--- config.mk ---
export PLATFORM = sky130hd
export DESIGN_NAME = gram_accum
export DESIGN_NICKNAME = d
export VERILOG_FILES = /design/src/rtl/gram_pkg.sv /design/src/rtl/gram_accum_mac.sv /design/src/rtl/gram_accum.sv
export SDC_FILE = /design/constraint.sdc
export NUM_CORES = 1
export LEC_CHECK = 0
export BUFFER_PORTS_ARGS = -buffer_cell sky130_fd_sc_hd__buf_2
export CORE_MARGIN = 4
export CORE_UTILIZATION = 25
export CTS_BUF_LIST = sky130_fd_sc_hd__clkbuf_8
export CTS_CLUSTER_SIZE = 16
export DETAILED_ROUTE_END_ITERATION = 10
export SLEW_MARGIN = 10
export SYNTH_ARGS = -nofsm -noshare
export SYNTH_HDL_FRONTEND = slang
export SYNTH_SLANG_ARGS = --single-unit
--- constraint.sdc ---
create_clock -name clk -period 8.35 [get_ports clk]
set_clock_uncertainty 0.05 [all_clocks]
set_input_delay 0.4175 -clock clk [delete_from_list [all_inputs] [get_ports clk]]
set_output_delay 0.4175 -clock clk [all_outputs]
set_load 0.02 [all_outputs]
--- src/rtl/gram_pkg.sv ---
// Shared definitions for the Gram-matrix accumulator: FSM encoding, the
// upper-triangle entry count and the signed saturation helper.
package gram_pkg;

    localparam logic [1:0] ST_IDLE = 2'd0;
    localparam logic [1:0] ST_LOAD = 2'd1;
    localparam logic [1:0] ST_MAC  = 2'd2;
    localparam logic [1:0] ST_OUT  = 2'd3;

    function automatic int tri_count(input int n);
        return n * (n + 1) / 2;
    endfunction

    // Clamp v to the signed range of a w-bit two's complement number.
    function automatic longint saturate(input longint v, input int w);
        longint hi;
        longint lo;
        hi = (longint'(1) <<< (w - 1)) - 1;
        lo = -(longint'(1) <<< (w - 1));
        if (v > hi) return hi;
        if (v < lo) return lo;
        return v;
    endfunction

endpackage

--- src/rtl/gram_accum_mac.sv ---
// gram_mac: signed WIDTH x WIDTH multiply, arithmetic shift by FRAC, and a
// wrapping add into a WIDTH+GUARD accumulator.
module gram_mac #(
    parameter int WIDTH = 16,
    parameter int FRAC  = 8,
    parameter int GUARD = 8
) (
    input  logic signed [WIDTH-1:0]       a,
    input  logic signed [WIDTH-1:0]       b,
    input  logic signed [WIDTH+GUARD-1:0] acc_in,
    output logic signed [WIDTH+GUARD-1:0] acc_out
);

    localparam int PW = 2 * WIDTH;
    localparam int AW = WIDTH + GUARD;

    logic signed [PW-1:0] prod;
    logic signed [PW-1:0] prod_sh;

    assign prod    = PW'(a) * PW'(b);
    assign prod_sh = prod >>> FRAC;
    // The size cast truncates or sign-extends; the add wraps at AW bits.
    assign acc_out = AW'(prod_sh) + acc_in;

endmodule

--- src/rtl/gram_accum.sv ---
// Gram-matrix accumulator: A = sum of x*x^T over NSAMP sample vectors, one
// upper-triangle entry per cycle. Optional macro GRAM_ACCUM_RIDGE_EN adds RIDGE on the diagonal.
module gram_accum
    import gram_pkg::*;
#(
    parameter int WIDTH = 16,
    parameter int SIZE  = 3,
    parameter int FRAC  = 8,
    parameter int NSAMP = 8,
    parameter int GUARD = 8
`ifdef GRAM_ACCUM_RIDGE_EN
    , parameter int RIDGE = 1 << FRAC
`endif
) (
    input  logic                          clk,
    input  logic                          rst,
    input  logic                          x_valid,
    input  logic [WIDTH*SIZE-1:0]         x,
    output logic                          x_ready,
    output logic [WIDTH*SIZE*SIZE-1:0]    a,
    output logic                          a_valid,
    input  logic                          ack,
    output logic [1:0]                    state_dbg
);

    // Handshakes: x is taken on a rising edge where x_valid && x_ready; a is
    // held while a_valid=1 and released on the edge that samples ack=1.

    localparam int TRI = tri_count(SIZE);
    localparam int AW  = WIDTH + GUARD;
    localparam int EW  = (TRI > 1) ? $clog2(TRI) : 1;
    localparam int RW  = (SIZE > 1) ? $clog2(SIZE) : 1;
    localparam int NW  = $clog2(NSAMP + 1);

    logic [1:0]              state;
    logic signed [WIDTH-1:0] x_lat [SIZE];
    logic signed [AW-1:0]    acc   [TRI];
    logic [EW-1:0]           e_idx;
    logic [RW-1:0]           r_idx;
    logic [RW-1:0]           c_idx;
    logic [NW-1:0]           samp_cnt;
    logic signed [AW-1:0]    mac_out;

    gram_mac #(
        .WIDTH (WIDTH),
        .FRAC  (FRAC),
        .GUARD (GUARD)
    ) u_mac (
        .a       (x_lat[r_idx]),
        .b       (x_lat[c_idx]),
        .acc_in  (acc[e_idx]),
        .acc_out (mac_out)
    );

    always_ff @(posedge clk or negedge rst) begin
        if (!rst) begin
            state    <= ST_IDLE;
            e_idx    <= '0;
            r_idx    <= '0;
            c_idx    <= '0;
            samp_cnt <= '0;
            for (int i = 0; i < SIZE; i++) x_lat[i] <= '0;
            for (int i = 0; i < TRI; i++)  acc[i]   <= '0;
        end else begin
            case (state)
                ST_IDLE, ST_LOAD: begin
                    if (x_valid) begin
                        for (int i = 0; i < SIZE; i++) x_lat[i] <= x[WIDTH*i +: WIDTH];
                        e_idx <= '0;
                        r_idx <= '0;
                        c_idx <= '0;
                        state <= ST_MAC;
                    end
                end
                ST_MAC: begin
                    acc[e_idx] <= mac_out;
                    e_idx      <= e_idx + EW'(1);
                    // Walk (r,c) row-major over r <= c; the next row starts on the diagonal.
                    if (c_idx == RW'(SIZE - 1)) begin
                        if (r_idx == RW'(SIZE - 1)) begin
                            samp_cnt <= samp_cnt + NW'(1);
                            state    <= (samp_cnt == NW'(NSAMP - 1)) ? ST_OUT : ST_LOAD;
                        end else begin
                            r_idx <= r_idx + RW'(1);
                            c_idx <= r_idx + RW'(1);
                        end
                    end else begin
                        c_idx <= c_idx + RW'(1);
                    end
                end
                ST_OUT: begin
                    if (ack) begin
                        for (int i = 0; i < TRI; i++) acc[i] <= '0;
                        samp_cnt <= '0;
                        state    <= ST_IDLE;
                    end
                end
                default: state <= ST_IDLE;
            endcase
        end
    end

    assign x_ready   = rst && (state == ST_IDLE || state == ST_LOAD);
    assign a_valid   = (state == ST_OUT);
    assign state_dbg = state;

    // Both (r,c) and (c,r) read the same upper-triangle accumulator.
    for (genvar r = 0; r < SIZE; r++) begin : g_row
        for (genvar c = 0; c < SIZE; c++) begin : g_col
            localparam int LO = (r < c) ? r : c;
            localparam int HI = (r < c) ? c : r;
            localparam int TI = LO * SIZE - LO * (LO - 1) / 2 + (HI - LO);
`ifdef GRAM_ACCUM_RIDGE_EN
            localparam longint RADD = (r == c) ? longint'(RIDGE) : longint'(0);
`else
            localparam longint RADD = 0;
`endif
            assign a[WIDTH*(r*SIZE+c) +: WIDTH] = (state == ST_OUT)
                ? WIDTH'(saturate(longint'(acc[TI]) + RADD, WIDTH)) : '0;
        end
    end

endmodule

== Yosys cells after proc, flatten, opt, wreduce, memory -nomap -nowiden ==
Index checks and enable logic that the tools add are counted.
Cells by class
  order comparisons: 16
  shifts and indexed selects: 0
  bitwise gates (word level): 3
  mux-type cells: 80
  $add $sub $neg: 5
  reduce and logical (&&, ||, !) cells: 14
  equality and inequality tests: 12
  multipliers: 1
  divide/modulo/power cells: 0
Operators by type and width (number)
  $mux W16: 28
  $pmux W144 S2: 1
  $bwmux W144: 1
  $gt A24 B16 Y1 const B: 6
  $lt A24 B16 Y1 const B: 6
  $mux W144: 1
  $mux W15: 6
  $bmux W24 S3: 1
  $demux W24 S3: 1
  $mux W24: 3
  $bmux W16 S2: 2
  $mul A16 B16 Y32: 1
  $add A24 B24 Y24: 1
  $mux W1: 18
  $mux W2: 9
  $mux W4: 3
  $reduce_and A4 Y1: 3
  $eq A2 B2 Y1 const B: 4
  $ne A2 B2 Y1 const B: 4
  $pmux W2 S2: 2
  $pmux W4 S2: 1
  $ge A3 B3 Y1 const B: 2
  $not A2 Y3: 2
  $pmux W2 S3: 1
  other kinds (19): 24
Word-level totals
  bits in read-only memories: 0
  latch bits: 0
  bits in writable memories: 0
  memories: 0
  register bits: 205
  output and inout bits: 148

== Longest topological paths before layout ==
  depth after elaboration: 8
  depth in mapped cells: 40

== Cells and area by module ==
From an unflattened synthesis, not the netlist that was laid out.
Unflattened totals
  cells, all modules: 2333
  area total of the unflattened synthesis: 21242.9 µm²
Modules (own cells, without submodules)
  gram_accum: cells each 1145, times used 1, area each 10633.9 µm²
  gram_mac: cells each 1188, times used 1, area each 10608.9 µm²

== Worst setup path after synthesis ==
No wires, ideal clock.
  kind: register to register
  from: register c_idx[0]
  to: register acc[116] (netlist name)
  cell stages (with the launch flop): 37
  required time: 8146 ps
  buffers on the path: 4
  library setup time: 154 ps
  path slack: -897 ps
  arrival: 9043 ps
  cell sequence: dfrtp_1 -> buf_6 -> clkbuf_1 -> clkbuf_1 -> mux2i_1 -> o21ai_1 -> clkbuf_1 -> nand2_1 -> fa_1 -> inv_1 -> fa_1 -> inv_1 -> fa_1 -> inv_1 -> fa_1 -> fa_1 -> inv_1 -> fa_1 -> inv_1 -> ha_1 -> and4_1 -> a221o_1 -> a2bb2oi_1 -> nand3b_1 -> a21o_1 -> a21o_1 -> xor2_1 -> ha_1 -> a21o_1 -> a21o_1 -> a221oi_1 -> o31a_1 -> nand2b_1 -> o21ai_0 -> a2111o_1 -> o311ai_0 -> o21ai_0
Between the ends
  cells in the longest elaborated chain, start to end: 8
Ends and longest elaborated chain
  start: declaration: line gram_accum.sv:40  | logic [RW-1:0] c_idx;
  start signal: assignment: line gram_accum.sv:85  | c_idx <= r_idx + RW'(1);
  start signal: assignment: line gram_accum.sv:88  | c_idx <= c_idx + RW'(1);
  $not A2 Y3 (implied by the code): line gram_accum.sv:50  | .b (x_lat[c_idx]),
  $bmux W16 S2: line gram_accum.sv:50
  $mux W16 (implied by the code) (2 in series): line gram_accum.sv:50
  $mul A16 B16 Y32: line gram_accum_mac.sv:20  | assign prod = PW'(a) * PW'(b);
  $add A24 B24 Y24: line gram_accum_mac.sv:23  | assign acc_out = AW'(prod_sh) + acc_in;
  $bwmux W144: line gram_accum.sv:76  | acc[e_idx] <= mac_out;
  $pmux W144 S2: line gram_accum.sv:65  | case (state)
  end signal: indexed assignment: line gram_accum.sv:76
  end: declaration: line gram_accum.sv:37  | logic signed [AW-1:0] acc [TRI];
Every way passes these cells. The select of a mux whose other input is x is not followed.
A chain may end at the register's enable or synchronous reset.

== Worst setup path in the final report ==
  from: register r_idx[1]
  to: register acc[23] (netlist name)
Between the ends
  cells in the longest elaborated chain, start to end: 8
Ends and longest elaborated chain
  start: declaration: line gram_accum.sv:39  | logic [RW-1:0] r_idx;
  start signal: assignment: line gram_accum.sv:84  | r_idx <= r_idx + RW'(1);
  $not A2 Y3 (implied by the code): line gram_accum.sv:49  | .a (x_lat[r_idx]),
  $bmux W16 S2: line gram_accum.sv:49
  $mux W16 (implied by the code) (2 in series): line gram_accum.sv:49
  $mul A16 B16 Y32: line gram_accum_mac.sv:20
  $add A24 B24 Y24: line gram_accum_mac.sv:23
  $bwmux W144: line gram_accum.sv:76
  $pmux W144 S2: line gram_accum.sv:65
Every way passes these cells. The select of a mux whose other input is x is not followed.

==> results.ini <==
[clock_network]
clkSinkCount = 205
clk_latency_ns = 0.55
numCtsBuffers = 34
cts-root-buf = clkbuf_8
htree_levels = 2
clock_path_buffers = 3
cts.reportedPaths.clkPinSlew_ns = 0.06
tritoncts = done

[timing]
min_period_ns = 8.519
min_period_over_period_pct = 102.0
slew-limit-headroom_pct = 25.24
fin_ws_ns = -0.1686
rsz0062_at_grt = true
fin_setup_tns_ns = -1.267
fin_hold_ws_ns = 0.02338
report.final.slew_viol_count = 0
hold_viol_final = 0
worstMarginPinSlew_ns = 1.121
fmax_mhz = 117.4
setup-violations-final = 17

[setup_path]
cp_data_arrival_time_ns = 8.90
cp.required_ns = 8.73
crit_path_start_kind = flop
r2r_slack_ns = -0.17
critPathKind = reg2reg
cpPeakStageDelay_ns = 0.56
crit_path_max_fanout = 6
rr_startpoint = r_idx[1]
cpMostUsedCell = fa_1
worst_setup_path_end_kind = flop
worstReg2RegEnd = acc[23]
cpMaxStageDelayCell = fa_1
reg2reg_depth = 34

[yosys]
synth_top_flop_cell = dfrtp_1
synth-edff-count = 0
synth_fp_nets = 2865
syn_avg_cell_area_um2 = 8.687
async_flop_share_pct = 100.0
yosys.cell_types.count = 65
netlist_instances = 2446
yosysSeqAreaShare_pct = 24.14
ys_warn_count = 0
netlist_area_um2 = 21250
ys_ff_latch = 205

[placement]
portBuffers = 199
post-dp-hpwl_um = 54230
placed_cells = 3907
gp_congestion = 0.8933

[routing]
drt-total-wl_um = 68610
drc = 0
initialDrtViolationCount = 1430
vias = 18770
drt-wirelength-per-cell_um = 17.09
viasPerCell = 4.674
ant_nets = 0
first_pass_iters = 7

[cells_and_area]
final_cell_count_no_fill = 4015
fin_nets = 3273
area_growth_pct = 27.45
drive_gt1_share_pct = 25.36

[outcome]
violations = negative setup slack
outcome = finished with violations

[hold_path]
holdPathEnd = x_lat[41]
min-delay-start = x[9]
min_path_type = in2reg
whs_path_depth = 3

[floorplan]
num_io_pins = 200
die_area_um2 = 89720
fp.dieH_um = 299.5
start_util_pct = 25.31
num_rows = 106
core-area_um2 = 83950
die_width_um = 299.5

[grt]
grt_usage_pct = 15.18
grt_pass1_wl_um = 108800
grt_max_degree = 81
antenna_found_initial = 3
grt-ovfl-total = 0
grt_pass1_vias = 19440

[run]
maxCapViolations = 0

cell type report:
cell class | count | area [um^2]
clock inverters | 11 | 60.06
well taps | 1134 | 1419
diodes | 3 | 7.507
fillers | 8680 | 56870
clock buffers | 49 | 674.4
flip-flops and latches | 205 | 5132
repair buffers | 534 | 3760
inverters | 333 | 1250
multi-input cells | 1746 | 14780
cell usage after synthesis, types with 3 or more instances:
library cell	number	area share, %
a221o_1	3	0.14
mux2i_1	61	2.9
o21a_1	8	0.28
nand3_1	11	0.26
a211oi_1	3	0.11
o21ai_0	85	2.0
o21bai_1	3	0.11
inv_1	332	5.9
o21ai_1	3	0.071
buf_2	3	0.071
nand2_1	328	5.8
buf_4	49	1.7
xor2_1	12	0.49
fa_1	262	25
a22o_1	117	4.8
clkbuf_1	102	1.8
nor3b_1	4	0.14
o31ai_1	5	0.18
a22oi_1	8	0.28
a21o_1	43	1.5
xnor2_1	35	1.4
ha_1	105	6.2
nor3_1	7	0.16
dfrtp_1	205	24
o221ai_1	22	0.91
and3_1	12	0.35
buf_1	6	0.11
nand2b_1	15	0.44
a21oi_1	69	1.6
a2bb2oi_1	3	0.12
a31oi_1	3	0.088
nor2b_1	15	0.44
nand4_1	18	0.53
and2_1	7	0.21
nor2_1	397	7.0
o22ai_1	25	0.74
nor4_1	13	0.38
or2_2	7	0.21
nand3b_1	5	0.18
worst max-delay path by stage:
stage / slack (ns) / start / to / cells after the start
floorplan: 0.0009 / c_idx[0] / acc[23] / 37
global placement: -0.31 / c_idx[0] / acc[47] / 35
detailed placement: -0.45 / c_idx[0] / acc[92] / 35
CTS: -0.08 / r_idx[1] / acc[23] / 38
global route: -0.51 / c_idx[0] / acc[23] / 33
finish: -0.17 / r_idx[1] / acc[23] / 34
per-stage QoR:
stage | instance area, um^2 | setup slack [ns] | utilization (%)
floorplan | 21450 | 0.0008953 | -
global placement | 25330 | -0.3076 | 30.17
detailed placement | 25330 | -0.4475 | 30.17
CTS | 26510 | -0.07977 | 31.58
global route | 27080 | -0.5119 | 32.25
finish | 27080 | -0.1686 | 32.26
worst max-delay path, delay by kind of cell (launching register included):
| kind | cells | cell delay (ns) |
|---|---|---|
| AND/OR/NAND/NOR | 6 | 0.66 |
| flip-flops | 1 | 0.42 |
| XOR/XNOR | 3 | 0.63 |
| multiplexers | 1 | 0.23 |
| buffers and inverters | 7 | 0.60 |
| adder cells (fa/ha/maj) | 8 | 3.62 |
| AO/OA/AOI/OAI | 9 | 2.17 |
placed cells by master (no fill, tap or decap), types with 56 or more instances in the layout:
cell type,Yosys,final
ha_1,105,94
fa_1,262,257
a22o_1,117,117
nor2_1,397,380
mux2i_1,61,56
buf_4,49,305
o21ai_0,85,66
dfrtp_1,205,203
nand2_1,328,324
inv_1,332,328
buf_2,3,198
routing by layer:
metal | track usage [%] | share of wire (%) | up-vias
met1 | 19.30 | 41 | 9458
met4 | 4.411 | 2.8 | 0
met3 | 1.847 | 5.2 | 106
met2 | 27.03 | 51 | 520
li1 | - | - | 8682
met5 | 0 | 0 | -
sequential cells by signal, indices dropped and copies added (netlist names):
| register | count |
|---|---|
| acc | 144 |
| x_lat | 48 |
| samp_cnt | 4 |
| e_idx | 3 |
| c_idx | 2 |
| r_idx | 2 |
| state_dbg | 2 |
logic make-up (layout without fill, tap and decap cells):
| kind of cell | after synthesis | after routing | share of synthesized area [%] |
|---|---|---|---|
| buf+inv | 495 | 927 | 9.698 |
| compound gates | 421 | 421 | 13.90 |
| mux | 63 | 63 | 2.980 |
| other cells | 0 | 3 | 0 |
| flops | 205 | 205 | 24.14 |
| simple gates | 848 | 848 | 16.47 |
| fa+ha+maj | 367 | 367 | 30.87 |
| xor+xnor | 47 | 47 | 1.937 |
repair_timing:
| item | CTS | global route |
|---|---|---|
| cloned | 1 | 1 |
| endpoints found under the hold margin | 80 | 0 |
| resized for setup | 48 | 102 |
| endpoints found under the setup margin | 84 | 111 |
| setup buffers | 25 | 18 |
| hold buffers | 4 | 0 |
| pin swaps | 18 | 52 |
Power is left out: the tool's default activity adds up to more than one toggle a clock period on the data nets, which glitch-free logic cannot reach.
